--- config.mk ---
export PLATFORM = sky130hd
export DESIGN_NAME = pc_fetch_unit_flat
export DESIGN_NICKNAME = d
export VERILOG_FILES = /design/src/rtl/pc_fetch_unit_if.sv /design/src/rtl/pc_fetch_unit.sv /design/src/flat_wrapper.sv
export SDC_FILE = /design/constraint.sdc
export NUM_CORES = 1
export LEC_CHECK = 0
export CAP_MARGIN = 0
export CORE_AREA = 2 2 101 103
export CTS_CLUSTER_DIAMETER = 120
export DETAILED_ROUTE_END_ITERATION = 8
export DIE_AREA = 0 0 103 105
export PLACE_DENSITY = 0.76
export SLEW_MARGIN = 5
export SYNTH_ARGS = -nofsm -noshare
export SYNTH_HDL_FRONTEND = slang
export SYNTH_SLANG_ARGS = --single-unit
--- constraint.sdc ---
create_clock -name clk -period 3 [get_ports clk]
set_input_delay 0.3 -clock clk [delete_from_list [all_inputs] [get_ports clk]]
set_output_delay 0.3 -clock clk [all_outputs]
set_load 0.01 [all_outputs]
--- src/rtl/pc_fetch_unit_if.sv ---
// rtl/pc_fetch_unit_if.sv - instruction memory req/gnt + rvalid bus between fetch unit and imem
interface pc_fetch_unit_if;
  logic        imem_req;
  logic [31:0] imem_addr;
  logic        imem_gnt;
  logic        imem_rvalid;
  logic [31:0] imem_rdata;

  modport master (
    output imem_req,
    output imem_addr,
    input  imem_gnt,
    input  imem_rvalid,
    input  imem_rdata
  );

  modport slave (
    input  imem_req,
    input  imem_addr,
    output imem_gnt,
    output imem_rvalid,
    output imem_rdata
  );
endinterface

--- src/rtl/pc_fetch_unit.sv ---
// rtl/pc_fetch_unit.sv - PC register and one-instruction-per-step fetch FSM (REQ/WAIT/EXEC/HALT)
// Optional fetch watchdog enabled by defining FETCH_TIMEOUT_EN.
module pc_fetch_unit #(
  parameter logic [31:0] RESET_PC       = 32'h0000_0000,
  parameter logic [31:0] NOP_INSTR      = 32'h0000_0013,
  parameter int          TIMEOUT_CYCLES = 16
) (
  input  logic         clk,
  input  logic         rst,
  input  logic [31:0]  PCnext,
  input  logic         Halt,
  pc_fetch_unit_if.master imem,
  output logic [31:0]  instr,
  output logic         instr_valid,
  output logic [31:0]  PCaddress,
  output logic [31:0]  PCincre,
  output logic         halted,
  output logic         misalign,
  output logic         fetch_err
);

  typedef enum logic [1:0] {S_REQ, S_WAIT, S_EXEC, S_HALT} state_t;

  state_t      state, state_next;
  logic [31:0] pc;
  logic        timed_out;

  if (TIMEOUT_CYCLES < 1) begin : g_bad_timeout
    $error("TIMEOUT_CYCLES must be at least 1");
  end

`ifdef FETCH_TIMEOUT_EN
  localparam int CW = $clog2(TIMEOUT_CYCLES + 1);
  logic [CW-1:0] wait_cnt;
  logic          fetch_err_q;

  // Counts cycles spent in the current REQ/WAIT visit; any state change restarts it.
  always_ff @(posedge clk or posedge rst) begin
    if (rst) begin
      wait_cnt <= '0;
    end else if (state != state_next) begin
      wait_cnt <= '0;
    end else if (state == S_REQ || state == S_WAIT) begin
      wait_cnt <= wait_cnt + 1'b1;
    end
  end

  assign timed_out = (wait_cnt == CW'(TIMEOUT_CYCLES - 1));
  assign fetch_err = fetch_err_q;
`else
  assign timed_out = 1'b0;
  assign fetch_err = 1'b0;
`endif

  always_ff @(posedge clk or posedge rst) begin
    if (rst) state <= S_REQ;
    else     state <= state_next;
  end

  always_comb begin
    state_next    = state;
    instr_valid   = 1'b0;
    imem.imem_req = 1'b0;
    unique case (state)
      S_REQ: begin
        // Reset parks the FSM in REQ, so the request must be masked while rst is high.
        imem.imem_req = !rst;
        if (imem.imem_gnt)  state_next = S_WAIT;
        else if (timed_out) state_next = S_HALT;
      end
      S_WAIT: begin
        if (imem.imem_rvalid) state_next = S_EXEC;
        else if (timed_out)   state_next = S_HALT;
      end
      S_EXEC: begin
        instr_valid = 1'b1;
        if (PCnext[1:0] != 2'b00 || Halt) state_next = S_HALT;
        else                              state_next = S_REQ;
      end
      default: state_next = S_HALT;
    endcase
  end

  always_ff @(posedge clk or posedge rst) begin
    if (rst) begin
      pc       <= RESET_PC;
      instr    <= NOP_INSTR;
      halted   <= 1'b0;
      misalign <= 1'b0;
`ifdef FETCH_TIMEOUT_EN
      fetch_err_q <= 1'b0;
`endif
    end else begin
      if (state == S_WAIT && imem.imem_rvalid) instr <= imem.imem_rdata;
      if (state == S_EXEC) begin
        // A misaligned target is refused outright and outranks a halt request.
        if (PCnext[1:0] != 2'b00) begin
          misalign <= 1'b1;
          halted   <= 1'b1;
        end else begin
          pc <= PCnext;
          if (Halt) halted <= 1'b1;
        end
      end
`ifdef FETCH_TIMEOUT_EN
      if (timed_out && ((state == S_REQ && !imem.imem_gnt) ||
                        (state == S_WAIT && !imem.imem_rvalid))) begin
        fetch_err_q <= 1'b1;
        halted      <= 1'b1;
      end
`endif
    end
  end

  assign imem.imem_addr = pc;
  assign PCaddress      = pc;
  assign PCincre        = pc + 32'd4;

endmodule

--- src/flat_wrapper.sv ---
// flat-port wrapper written by rule: the top's interface ports become plain ports
module pc_fetch_unit_flat 
#(
  parameter logic [31:0] RESET_PC       = 32'h0000_0000,
  parameter logic [31:0] NOP_INSTR      = 32'h0000_0013,
  parameter int          TIMEOUT_CYCLES = 16
)
  (clk, rst, PCnext, Halt, instr, instr_valid, PCaddress, PCincre, halted, misalign, fetch_err, imem_imem_req, imem_imem_addr, imem_imem_gnt, imem_imem_rvalid, imem_imem_rdata);
  pc_fetch_unit_if imem_i ();
  input  logic clk;
  input  logic rst;
  input  logic [31:0] PCnext;
  input  logic Halt;
  output logic [31:0] instr;
  output logic instr_valid;
  output logic [31:0] PCaddress;
  output logic [31:0] PCincre;
  output logic halted;
  output logic misalign;
  output logic fetch_err;
  output wire logic [$bits(imem_i.imem_req)-1:0] imem_imem_req;
  output wire logic [$bits(imem_i.imem_addr)-1:0] imem_imem_addr;
  input wire logic [$bits(imem_i.imem_gnt)-1:0] imem_imem_gnt;
  input wire logic [$bits(imem_i.imem_rvalid)-1:0] imem_imem_rvalid;
  input wire logic [$bits(imem_i.imem_rdata)-1:0] imem_imem_rdata;
  assign imem_imem_req = imem_i.imem_req;
  assign imem_imem_addr = imem_i.imem_addr;
  assign imem_i.imem_gnt = imem_imem_gnt;
  assign imem_i.imem_rvalid = imem_imem_rvalid;
  assign imem_i.imem_rdata = imem_imem_rdata;
  pc_fetch_unit #(.RESET_PC(RESET_PC), .NOP_INSTR(NOP_INSTR), .TIMEOUT_CYCLES(TIMEOUT_CYCLES)) u_core (.clk(clk), .rst(rst), .PCnext(PCnext), .Halt(Halt), .imem(imem_i), .instr(instr), .instr_valid(instr_valid), .PCaddress(PCaddress), .PCincre(PCincre), .halted(halted), .misalign(misalign), .fetch_err(fetch_err));
endmodule
# Word-level counts from Yosys, hierarchy flattened
# Index checks and enable logic that the tools add are counted.
# op_classes
add_sub_neg	1
eq_ne	4
mux	8
bitwise_logic	1
reduce_logical	10
# ops
operator	n
adder 32 x 3 -> 32 bit (second input constant)	1
AND reduction 2 bit	4
two-way mux 2 bit	3
case mux 2 bit (3 select lines)	1
two-way mux 1 bit	4
!= test 2 bit (second input constant)	2
nonzero test 2 bit	2
== test 2 x 1 -> 1 bit (second input constant)	1
== test 2 bit (second input constant)	1
zero test 2 bit	1
logical AND 1 bit	1
zero test 1 bit	1
logical OR 1 bit	1
NOT 1 bit	1
# totals
reg_bits	68
in_bits	69

# Depth between registers and ports, before layout
# Gate-level depths: netlist of run 1.
# logic_depth
ltp_word	4
ltp_mapped	6
depth_no_buf	5

# Worst setup path before layout of run 1
# Ideal clock, no wire load.
# synth_path
path_kind	register -> output
startpoint	register u_core.pc[2] (netlist: u_core.PCaddress[2])
endpoint	output PCincre[26]
arrival_ns	1.535
required_ns	2.700
path_slack_ns	1.165
path_stages_with_launch	7
path_buffers	1
path_cell_list	dfrtp_1 ha_1 and3_1 buf_2 nand4_4 nor3_1 xor2_1
# synth_between
elab_chain_cells	1
# synth_rtl
element	line	source
start: declaration	pc_fetch_unit.sv:25	logic [31:0] pc;
start signal: assignment	pc_fetch_unit.sv:101	pc <= PCnext;
adder 32 x 3 -> 32 bit	pc_fetch_unit.sv:117	assign PCincre = pc + 32'd4;
end: declaration	flat_wrapper.sv:17	output logic [31:0] PCincre;
# Every way passes these cells.

# Worst setup path after layout of run 1
# Same ends and word-level chain as after synthesis.

==> run metrics, run 1 <==
Peak VDD IR 0.3944 mV; core footprint 0.009639 mm^2; critical path required time 2.70 ns; Yosys warnings 0; register area 0.001705 mm^2; Final setup viols 0; Main synth FF type dfrtp_1; number of vias per cell 4.645; Leak 2.326 nW; Post-Syn Area 0.003427 mm^2; vias in the first global route 2,828; top cells by count, synth dfrtp_1 (65), mux2_2 (57), buf_4 (35); endpoint class of the critical path primary output; I/O pin cnt 202; CTS H-Tree Depth 3; Max stage delay on crit path 0.55 ns; Slew @ Worst Pin 0.8074 ns; mean post-synth cell area 12.28 um^2; multi-input logic area 0.001364 mm^2; Crit-path slowest cell clkdlybuf4s50_1; Vias 2,731; critical path class flip-flop to primary output; outcome finished clean; CTS tree done; worst rel slew slack 0.4610; fmax 0.3549 GHz; Clock Pin Slew Worst Setup and Hold Paths 0.08 ns; leading area contributor after synthesis dfrtp_1; die height 105 um; Clock Sinks 68; unrepaired setup endpoints after global routing false; remaining global-route overflow 0; Die ar. 0.01082 mm^2; Area Growth Syn to Fin 61.63%; Filler Cell Count 865; wire per inst 15.78 um; largest cells by area after synthesis dfrtp_1 (47%), mux2_2 (19%), buf_4 (7.7%); clock root cell clkbuf_8; Synth top area share 0.4746; Pre-Repair DR Iteration Count 4; Power Total 5.341 mW; setup TNS 0 ns; Fin. Hold Viols 0; fin. max-slew vios 0; CTS Buf Count 9; CP max FO 8; CP Launch Type flip-flop; Final Skew 0.009207 ns; CTS Buffer Depth 2; WP data arrival 2.52 ns; sequential element share of the synthesized area 0.4976; layout cell share with drive strength beyond 1 0.2066; Overall Global Routing Usage 0.1731; Critical Path, Cell by Cell ha_1 > and3_2 > nand4_4 > nor3_1 > xor2_1 > clkdlybuf4s50_1; most common cell in the netlist dfrtp_1; final wirelength 9.277 mm; pin count of the biggest net entering global routing 39; ys async rst share 1.000; Initial Util 0.3555; EDFF count, synth 0; final RePlAce weighted congestion 0.8562; row count 36; post-synthesis register bit count 68; cells after synthesis 279; maxcap violations 0; synth unique cells 29; clock latency on the worst-skew pair 0.34 ns; post-synth net total 349; period utilisation layout 0.9393; Crit path max-delay family simple AND/OR/NAND/NOR gates; nets 520; diode count 0; DP Wirelength 7.135 mm; DRC viols 0; Power Dens Cells 964.2 mW/mm^2; DRT iter0 DRCs 70; number of I/O port buffers 200; Die X-Extent 103 um; antenna-violating nets left 0; min Tclk post-route 2.818 ns; first-pass GRT wire length 14.46 mm; initial antenna violation count 0; Hold Path Class primary input to asynchronous set/reset pin; Buf/Inv on CP 1
==> path summary, 6_finish.rpt <==
path                                                 start                      endpoint  slack [ns]  depth (start not counted)
max in group asynchronous                              rst   u_core.instr[6]$_DFFE_PP0P_        1.90                          3
hold reg to reg                u_core.misalign$_DFFE_PP0P_   u_core.misalign$_DFFE_PP0P_        0.50                          1
setup reg to reg               u_core.state[1]$_DFFE_PP0P_   u_core.instr[6]$_DFFE_PP0P_        1.16                          4
min in group clk               u_core.misalign$_DFFE_PP0P_   u_core.misalign$_DFFE_PP0P_        0.50                          1
hold / removal                                         rst  u_core.instr[13]$_DFFE_PP0P_        0.47                          2
setup / recovery           u_core.PCaddress[2]$_DFFE_PP0P_                   PCincre[26]        0.18                          6
==> layout by cell type, fill, tap and decap left out, types with 2 or more instances in the layout <==
cell type        count
and4_1               5
buf_4                3
bufinv_16            2
clkbuf_8            10
clkdlybuf4s50_1    200
clkinv_2             2
clkinv_4             2
dfrtp_1             65
dfstp_2              3
inv_1                8
mux2_2              57
nand2_1             13
nand3_1             10
nand4_1              2
nand4_4              2
nor2_1               6
nor2b_1              2
nor3_1               6
nor3_2               4
o21ai_0             10
o21bai_1             2
xnor2_1             14
xor2_1              14
==> layer usage <==
metal  vias up  share of wire  global-route usage  routed length, um
met2       152           0.48              0.2727               4410
li1       1253              -                   -                  -
met4         0          0.018             0.06485                170
met5         -              0                   0                  0
met1      1311           0.40              0.2058               3670
met3        15           0.11             0.07759               1026
==> where the power goes <==
group          internal [mW]  switching [mW]  total, mW
combinational           1.75            1.02       2.77
clock                  0.491           0.355      0.846
sequential              1.29           0.442       1.73
total                   3.53            1.81       5.34
==> cells by family after synthesis <==
family / Yosys count / synth area share
DFF: 68 / 0.4976
and+or+nand+nor: 59 / 0.1146
muxes: 57 / 0.1873
buffers and inverters: 53 / 0.1051
xor gates and xnor gates: 28 / 0.07156
AOI/OAI and AO/OA: 12 / 0.01898
adders and majority gates: 1 / 0.003650
other: 1 / 0.001094
==> layout make-up <==
cell class / instances / share of cell area
clock inverters: 6 / 0.01581
repair buffers: 204 / 0.3691
flip-flops and latches: 68 / 0.3079
clock buffers: 10 / 0.02485
multi-input cells: 158 / 0.2462
well taps: 133 / 0.03004
inverters: 9 / 0.006099
==> per-stage QoR <==
stage / cell area, um^2 / util / setup WS, ns / hold WS [ns] / cells
after floorplan: 3427 / - / 0.9935 / 0.4168 / 279
after CTS: 5537 / 0.5744 / 0.1121 / 0.4842 / 588
after global placement: 5311 / 0.5510 / 0.5770 / 0.4627 / 572
after global routing: 5539 / 0.5746 / 0.03440 / 0.5233 / 588
after detailed placement: 5311 / 0.5510 / 0.5021 / 0.4891 / 572
final: 5539 / 0.5746 / 0.1822 / 0.4651 / 588
==> flip-flops by register name, summed over array words and instances (netlist names) <==
signal            flops
u_core.PCaddress     32
u_core.instr         32
u_core.state          2
u_core.halted         1
u_core.misalign       1
==> what timing repair did <==
action,in CTS,in global routing
resized for setup,0,2
hold buffers,0,0
endpoints found under the setup margin,0,6
setup buffers,0,0
(Power assumes the default switching activity.)
==> inputs of run 2 (changes only) <==
- CORE_AREA: 2 2 101 103 -> 2 2 104 106
- DIE_AREA: 0 0 103 105 -> 0 0 106 108
- PLACE_DENSITY: 0.76 -> 0.75
- clock period: 3 -> 2.5 ns (I/O delays scaled with it)
==> run metrics, run 2 (same netlist as run 1, synthesis figures left out) <==
wire per inst 15.66 um; DRC viols 0; CTS Buf Count 9; placed cells 586; Power Total 6.598 mW; Power Dens Cells 1137 mW/mm^2; CTS tree done; Die ar. 0.01145 mm^2; layout cell share with drive strength beyond 1 0.2860; die height 108 um; register area 0.001710 mm^2; number of I/O port buffers 200; Clock Sinks 68; Slew @ Worst Pin 0.5041 ns; I/O pin cnt 202; clock root cell clkbuf_8; # hold bufs at CTS 0; clock latency on the worst-skew pair 0.34 ns; row count 37; Overall Global Routing Usage 0.1696; Max stage delay on crit path 0.55 ns; CP Launch Type flip-flop; DRT iter0 DRCs 68; Die X-Extent 106 um; number of vias per cell 4.611; reg2reg start u_core.state[0]$_DFFE_PP0P_; CTS H-Tree Depth 3; Area Growth Syn to Fin 69.37%; Worst Setup SP u_core.PCaddress[2]$_DFFE_PP0P_; Final Skew 0.008886 ns; DP Wirelength 7.021 mm; critical path class flip-flop to primary output; maxcap violations 0; antenna-violating nets left 0; Clock Pin Slew Worst Setup and Hold Paths 0.08 ns; Vias 2,836; Initial Util 0.3350; WP data arrival 2.20 ns; fin util 0.5673; core footprint 0.01023 mm^2; first-pass GRT wire length 15.21 mm; non-filler instance count after layout 615; design area 0.005804 mm^2; Fin. Hold Viols 0; Post-Place Cell Area 0.005398 mm^2; diode count 0; endpoint class of the critical path primary output; fmax 0.4078 GHz; Pre-Repair DR Iteration Count 4; final wirelength 9.631 mm; fin. max-slew vios 0; nets 544; vias in the first global route 2,963; outcome finished clean; CP max FO 7; multi-input logic area 0.001448 mm^2; most frequent cells in the layout clkdlybuf4s50_1 (188), dfrtp_1 (61), mux2_2 (57); min Tclk post-route 2.452 ns; initial antenna violation count 0; period utilisation layout 0.9809; pin count of the biggest net entering global routing 40; unrepaired setup endpoints after global routing true; CTS Buffer Depth 2; Filler Cell Count 838; Critical Path, Cell by Cell ha_2 > and3_4 > nand4_4 > nor2_2 > xor2_1 > clkdlybuf4s50_1; Peak VDD IR 0.4971 mV; critical path required time 2.25 ns; leading cell type in the layout, fill and taps excluded clkdlybuf4s50_1; Final setup viols 0; remaining global-route overflow 0; Hold Path Class primary input to asynchronous set/reset pin; final RePlAce weighted congestion 0.7783; worst rel slew slack 0.6640; Crit-path slowest cell clkdlybuf4s50_1; Leak 2.500 nW
-- run 2: final timing paths --
| path | endpoint | slack [ns] | cells past startpoint |
|---|---|---|---|
| min | u_core.instr[3]$_DFFE_PP0P_ | 0.34 | 3 |
| max reg2reg | u_core.PCaddress[16]$_DFFE_PP0P_ | 0.93 | 4 |
| max | PCincre[16] | 0.05 | 6 |
| min reg2reg | u_core.misalign$_DFFE_PP0P_ | 0.48 | 1 |
| max in group asynchronous | u_core.PCaddress[3]$_DFFE_PP0P_ | 1.71 | 3 |
| min in group clk | u_core.misalign$_DFFE_PP0P_ | 0.48 | 1 |
-- run 2: repair_timing --
item                       CTS  global route
pin swaps                    4             3
setup endpoints to repair   19            10
resized for setup           27            13
setup buffers               10             2
cloned                       1             0
-- run 2: worst max-delay path, delay by kind of cell (launching register included) --
| family | cells | cell delay [ns] |
|---|---|---|
| and+or+nand+nor | 3 | 0.58 |
| adders and majority gates | 1 | 0.21 |
| DFF | 1 | 0.39 |
| xor gates and xnor gates | 1 | 0.15 |
| buffers and inverters | 1 | 0.55 |
-- run 2: power by group --
part / leakage (nW) / internal (mW) / switching, mW
Sequential: 0.838 / 1.55 / 0.403
Combinational: 1.56 / 2.22 / 1.42
Clock: 0.105 / 0.587 / 0.421
-- run 2: cell type report --
type	count	share of cell area
inverters	9	0.005820
clock inverters	6	0.01509
multi-input cells	159	0.2494
well taps	136	0.02932
clock buffers	10	0.02371
repair buffers	227	0.3820
flip-flops and latches	68	0.2947
-- run 2: per-layer routing --
metal,vias up,share of wire,global-route usage
met5,-,0,0
met3,13,0.079,0.05184
li1,1311,-,-
met2,137,0.51,0.2945
met4,0,0.015,0.05545
met1,1375,0.40,0.2017
-- run 2: metrics by stage --
step | setup WS, ns | setup TNS [ns] | hold WS (ns)
finish | 0.04777 | 0 | 0.3418
floorplan | 0.5435 | 0 | 0.3668
global route | -0.06540 | -0.1803 | 0.3820
global placement | 0.1804 | 0 | 0.4642
CTS | -0.007410 | -0.007410 | 0.3437
detailed placement | 0.09166 | 0 | 0.4646
==> inputs of run 3 (changes only) <==
- GPL_TIMING_DRIVEN: default -> 0
- HOLD_SLACK_MARGIN: default -> 0.12
==> run metrics, run 3 (same netlist as run 1, synthesis figures left out) <==
outcome finished clean; core footprint 0.01023 mm^2; CTS tree done; Slew @ Worst Pin 0.8451 ns; I/O pin cnt 202; Overall Global Routing Usage 0.1662; hold depth 1; number of vias per cell 4.505; # hold bufs at CTS 0; CP max FO 6; Power Dens Cells 1120 mW/mm^2; R2R Setup Slk 0.69 ns; clock network power share 0.141; remaining global-route overflow 0; Final setup viols 0; Post-Place Cell Area 0.005602 mm^2; fin. max-slew vios 0; Die ar. 0.01145 mm^2; Vias 2,928; clock latency on the worst-skew pair 0.34 ns; DRT iter0 DRCs 68; worst rel slew slack 0.4366; Die X-Extent 106 um; worst r2r path cells 4; Sequential Power Share 0.304; min Tclk post-route 2.403 ns; cell-internal power 4.479 mW; final RePlAce weighted congestion 0.7681; leading cell type in the layout, fill and taps excluded clkdlybuf4s50_1; non-filler instance count after layout 650; sw power 2.278 mW; RR Endpoint u_core.PCaddress[14]$_DFFE_PP0P_; Initial Util 0.3350; Logic pwr share 0.555; number of I/O port buffers 200; fmax 0.4161 GHz; endpoint class of the critical path primary output; pin count of the biggest net entering global routing 69; Leak 2.657 nW; first-pass GRT wire length 14.73 mm; vias in the first global route 2,905; diode count 0; Final Skew 0.01045 ns; Area Growth Syn to Fin 75.98%; antenna-violating nets left 0; WHS 0.4798 ns; nets 579; final wirelength 9.673 mm; HP Start u_core.halted$_DFFE_PP0P_; wire per inst 14.88 um; CTS Buf Count 9; WP data arrival 2.15 ns; CP Launch Type flip-flop; DP Wirelength 7.133 mm; die height 108 um; Pre-Repair DR Iteration Count 4; placed cells 615; layout cell share with drive strength beyond 1 0.3366; maxcap violations 0; Fin. Hold Viols 0; worst hold endpoint u_core.halted$_DFFE_PP0P_; reg2reg start u_core.state[0]$_DFFE_PP0P_; most frequent cells in the layout clkdlybuf4s50_1 (183), mux2_2 (57), dfrtp_1 (57); critical path class flip-flop to primary output; Peak VDD IR 0.4943 mV; switching share of power 0.3371; design area 0.006031 mm^2; CTS Buffer Depth 2; Hold Path Class flip-flop to flip-flop; clock root cell clkbuf_8; critical path required time 2.25 ns; row count 37; Clock Sinks 68; initial antenna violation count 0; CTS H-Tree Depth 3; period utilisation layout 0.9614; Clock Pin Slew Worst Setup and Hold Paths 0.07 ns; DRC viols 0; setup TNS 0 ns
==> run 3: timing repair <==
item                       4_1_cts  5_1_grt
cloned                           1        0
pin swaps                        3        0
resized for setup               46       10
buffers inserted                 7       11
setup endpoints to repair       17        8
==> run 3: power groups by stage <==
stage | Clock [mW] | Sequential, mW | Combinational (mW)
floorplan | 0 | 2.19 | 1.36
global placement | 0 | 2.06 | 3.62
detailed placement | 0 | 2.09 | 3.67
CTS | 0.993 | 2.09 | 3.65
global route | 1.03 | 2.12 | 4.00
finish | 0.952 | 2.05 | 3.75
==> run 3: per-layer routing <==
metal | wire [um] | part of all wire | vias up | track usage
li1 | - | - | 1383 | -
met1 | 3718 | 0.38 | 1399 | 0.1886
met2 | 4994 | 0.52 | 136 | 0.2908
met3 | 852 | 0.088 | 10 | 0.06570
met4 | 108 | 0.011 | 0 | 0.04887
met5 | 0 | 0 | - | 0
==> run 3: through the flow <==
step           setup WS, ns  utilization  power (mW)
5_1_grt            -0.01331       0.5895       7.155
3_5_place_dp        0.05466       0.5475       5.759
2_1_floorplan        0.5435            -       3.543
6_report            0.09651       0.5895       6.757
3_3_place_gp        -0.7025       0.5473       5.682
4_1_cts            -0.01250       0.5788       6.731
==> run 3: worst max path at each step <==
stage / startpoint / endpoint / slack, ns / depth (start not counted)
final: u_core.PCaddress[2]$_DFFE_PP0P_ / PCincre[24] / 0.1 / 7
after global routing: u_core.PCaddress[2]$_DFFE_PP0P_ / PCincre[28] / -0.01 / 9
after CTS: u_core.PCaddress[2]$_DFFE_PP0P_ / PCincre[30] / -0.01 / 9
after detailed placement: u_core.PCaddress[2]$_DFFE_PP0P_ / PCincre[26] / 0.05 / 7
after global placement: rst / u_core.PCaddress[13]$_DFFE_PP0P_ / -0.70 / 2
after floorplan: rst / u_core.PCaddress[0]$_DFFE_PP0P_ / 0.54 / 1
==> run 3: cell type report <==
cell class / count / area [um^2]
tap: 136 / 170.2
multi-input combinational: 159 / 1450
clock buffer: 11 / 151.4
timing repair buffer: 218 / 2112
fill: 888 / 4200
inverter: 9 / 36.28
sequential: 68 / 1715
buffer: 44 / 335.3
clock inverter: 5 / 60.06
==> run 3: worst max-delay path, stage by stage (launching register included) <==
cell and delay, ns:
dfrtp_2 0.42, ha_4 0.16, and3_1 0.16, buf_6 0.13, nand4_4 0.16, nor4_4 0.34
xor2_1 0.17, dlygate4sd2_1 0.28
==> edit 1: new RTL, settings of run 3 <==
The 4 states of `state_t` get a one-hot encoding in 4 bits.
--- a/src/rtl/pc_fetch_unit.sv
+++ b/src/rtl/pc_fetch_unit.sv
@@ -19,7 +19,7 @@
   output logic         fetch_err
 );
 
-  typedef enum logic [1:0] {S_REQ, S_WAIT, S_EXEC, S_HALT} state_t;
+  typedef enum logic [3:0] {S_REQ = 4'b0001, S_WAIT = 4'b0010, S_EXEC = 4'b0100, S_HALT = 4'b1000} state_t;
 
   state_t      state, state_next;
   logic [31:0] pc;
Function: same outputs for any inputs over 10 cycles, from zero or initial values and one cycle with rst high; not proved beyond that.
==> edit 1 against run 3 <==
Design area up 4.0%. Synthesized cell count rose by 1.4%. Setup slack lost 29 ps. Count of clock-buffer cells in the layout shrank 1. Synthesized area increased by 4.7%. Utilization increased by 2.4 points. Sequential cell count increased by 2. Wire length rose by 4.2%. Largest cell class unchanged. Highest routed layer unchanged.
Power is left out: it rests on default switching activity, and per cell area and clock period it moved more than threefold.
==> edit 1: results (changes against run 3) <==
outcome=completed; Min-Delay Path Class=input pin to asynchronous set/reset pin; Via-to-Cell Ratio=4.55 (+1.1%); met3 usage=4.76% (-1.8 points); hold slack=252 ps (-228 ps); met1 Track Usage GR=20.4% (+1.6 points); Met3 Wirelength=642 um (-25%); CP Capture Point=PCincre[19]; Cells after Synth=283 (+1.4%); worst r2r path cells=5 (+1); routed wl met2=5.27 mm (+5.6%); Placer Congestion=0.773 (+0.69%); Post-Synth XOR/XNOR Area=6.84% (-0.32 points); crit path max fanout=8 (+2); Final HPWL DP=7.33 mm (+2.8%); compound-cell area share of the yosys netlist=1.15% (-0.75 points); reg-to-reg critical path startpoint=u_core.state[0]$_DFFE_PP1P_; placed insts=620 (+0.81%); clk_skew=8.13 ps (-2.32 ps); syn nets=353 (+1.1%); Global Route Usage Sum=17.1% (+0.52 points); Adder-Cell Fraction of Synth Area=0.349% (-0.016 points); share of post-route cells with drive strength above 1=36.0% (+2.4 points); met2 Use GR=29.9% (+0.83 points); first-pass GRT wire length=15.5 mm (+5.5%); crit path DAT=2180 ps (+30 ps); largest net degree at the start of global routing=50 (-28%); top cells by count, synth=dfrtp_1, buf_4, mux2_2; worst setup path start=u_core.PCaddress[8]$_DFFE_PP0P_; DP Worst Slack=-327 ps (-382 ps); met1 WL=4.06 mm (+9.3%); clock sinks=70 (+2.9%); final net count=587 (+1.4%); mux share of post-synthesis cell area=22.4% (+3.7 points); worst r2r dst=u_core.instr[10]$_DFFE_PP0P_; synth top area cells=dfrtp_1, mux2_4, mux2_2, buf_4, xor2_1; register area share after synthesis=49.0% (-0.79 points)
## edit 1: cell count changes after synthesis, moves of 4 or more
cell / run 3 / this run
nor3_2: 4 / 0
mux2_2: 57 / 34
mux2_4: 0 / 28
nand2_1: 13 / 8
nor3_1: 6 / 13
o21ai_0: 10 / 0
## edit 1: worst max-delay path: stages (launching register included)
cell             delay, ps
dfrtp_2                380
and4_1                 200
buf_4                  180
nand4_2                180
nand2b_1               220
xnor2_1                130
clkdlybuf4s50_1        550
## edit 1: cell type report
| cell class | count | area, sq um |
|---|---|---|
| flip-flops and latches | 70 | 1780 |
| inverters | 8 | 32.5 |
| plain buffers | 42 | 319 |
| fillers | 834 | 3960 |
| multi-input cells | 162 | 1560 |
| clock inverters | 6 | 70.1 |
| clock buffers | 10 | 138 |
| well taps | 136 | 170 |
| repair buffers | 224 | 2200 |
## edit 1: timing repair
item                       4_1_cts  5_1_grt
pin swaps                        5        3
setup endpoints to repair       20        9
gates cloned                     0        1
gates resized for setup         36       16
buffers inserted                13       10
==> edit 2: new RTL, config.mk and constraints of run 3 <==
Without the edit above. The option `FETCH_TIMEOUT_EN` is turned on by a define.
--- a/src/rtl/pc_fetch_unit.sv
+++ b/src/rtl/pc_fetch_unit.sv
@@ -1,5 +1,7 @@
 // rtl/pc_fetch_unit.sv - PC register and one-instruction-per-step fetch FSM (REQ/WAIT/EXEC/HALT)
 // Optional fetch watchdog enabled by defining FETCH_TIMEOUT_EN.
+`define FETCH_TIMEOUT_EN
+
 module pc_fetch_unit #(
   parameter logic [31:0] RESET_PC       = 32'h0000_0000,
   parameter logic [31:0] NOP_INSTR      = 32'h0000_0013,
Function: no difference found for any inputs over 4 cycles, from zero or initial values and one cycle with rst high; that may be too few to reach the edited logic, so the function may still have changed.
==> edit 2 against run 3 <==
Synthesized area is 8.6% higher. Wire length is 4.3% higher. Power is 13% higher. First-iteration DRC count is 28% higher. Fmax is 2.0% higher. Worst hold slack worse by 310 ps. Non-clock buffer count is 11 lower. Global-route usage is 1.1 points higher. Setup slack better by 47 ps. Sequential cell count is 6 higher. Final cell count is 2.5% higher. Design area is 3.3% higher. Combinational power is 11% higher. Critical endpoint unchanged.
==> edit 2: results (changes against run 3) <==
Netlist cell types=39 (+34%); first-pass GRT wire length=16.0 mm (+8.8%); number of signal-net buffers in the layout=251 (-4.2%); register area share after synthesis=49.8% (+0.086 points); Final HPWL DP=7.90 mm (+11%); outcome=completed; Final Non-Filler Cells=666 (+2.5%); Crit-path slowest cell=dfrtp_1; CTS H-tree lvls=3 (unchanged); clk cell area share=3.90% (+0.39 points); worst r2r path cells=7 (+3); number of buffers created by CTS=9 (unchanged); Pint=0.00510 W (+14%); top cell category=buffers; static leakage=2.65 nW (-0.36%); mux share of post-synthesis cell area=18.5% (-0.28 points); flop2flop setup slack=420 ps (-270 ps); compound-cell area share of the yosys netlist=2.82% (+0.93 points); Top FF cell, synth=dfrtp_1; Buffers on Ports=201 (+0.50%); total number of vias=3136 (+7.1%); fillers=858 (-3.4%); Min-Delay Path Class=input pin to asynchronous set/reset pin; clock network fraction of total power=14.5% (+0.4 points); # clk buffers=10 (-1); top cells by count, synth=dfrtp_1, mux2_2, buf_4; invs w/o clock=6 (-3); worst setup path start=u_core.PCaddress[3]$_DFFE_PP0P_; syn nets=380 (+8.9%); Total Routed Length=10.1 mm (+4.3%); Adder-Cell Fraction of Synth Area=1.01% (+0.64 points); Flop pwr share=30.9% (+0.5 points); DR iter-0 viols=87 (+28%); Global Route Usage Sum=17.7% (+1.1 points); Critical Path Max Stage Delay=370 ps (-50 ps); Multi-input gate area=1550 sq um (+6.8%); worst r2r dst=u_core.wait_cnt[0]$_DFFE_PP0P_; Synth Area per Inst=12.1 sq um (-1.6%); sw power=0.00255 W (+12%); register bit total from synthesis=74 (+8.8%); synth top area cells=dfrtp_1, mux2_2, buf_4, xnor2_1, dfstp_2; buffering overhead=38.0% (-2.5 points); crit path max fanout=10 (+4); share of post-route cells with drive strength above 1=27.7% (-5.9 points); clk_skew=8.13 ps (-2.32 ps); Setup Fix Bufs, Post-CTS=4 (-3); cts repair resizes=32 (-30%); sequential share of cell area=30.1% (+1.6 points); clock buffer depth=2 (unchanged); crit path DAT=2110 ps (-40 ps); placed insts=646 (+5.0%); final net count=597 (+3.1%); Worst Tran Pin Value=479 ps (-366 ps); Max VDD drop=0.676 mV (+37%); Post-Synth XOR/XNOR Area=7.06% (-0.097 points); vias in the first global route=3174 (+9.3%); Placer Congestion=0.751 (-2.3%); multi-input gates=183 (+15%); reg-to-reg critical path startpoint=u_core.wait_cnt[0]$_DFFE_PP0P_
## edit 2: cell types whose count changed after synthesis, sizes merged, moves of 6 or more
cell   before  now
dfrtp      65   71
xor2       14    4
xnor2      14   26
and2        0    6
o21ai      10    4
nor3       11    2
## edit 2: routing by layer
| layer | share of wire [%] | global-route usage [%] |
|---|---|---|
| met1 | 40 | 20.3 |
| met2 | 52 | 32.9 |
| met5 | 0 | 0 |
| met4 | 0.58 | 5.17 |
| met3 | 7.1 | 4.16 |
## edit 2: metrics by stage
step / cell area [sq um] / setup TNS, ps / setup slack, ps / hold slack [ps]
6_report: 6230 / 0 / 143 / 173
2_1_floorplan: 3720 / 0 / 373 / 367
3_3_place_gp: 5900 / -65310 / -916 / 453
3_5_place_dp: 5930 / -62.9 / -34.5 / 452
5_1_grt: 6230 / 0 / 19.2 / 181
4_1_cts: 6220 / 0 / 0.493 / 152
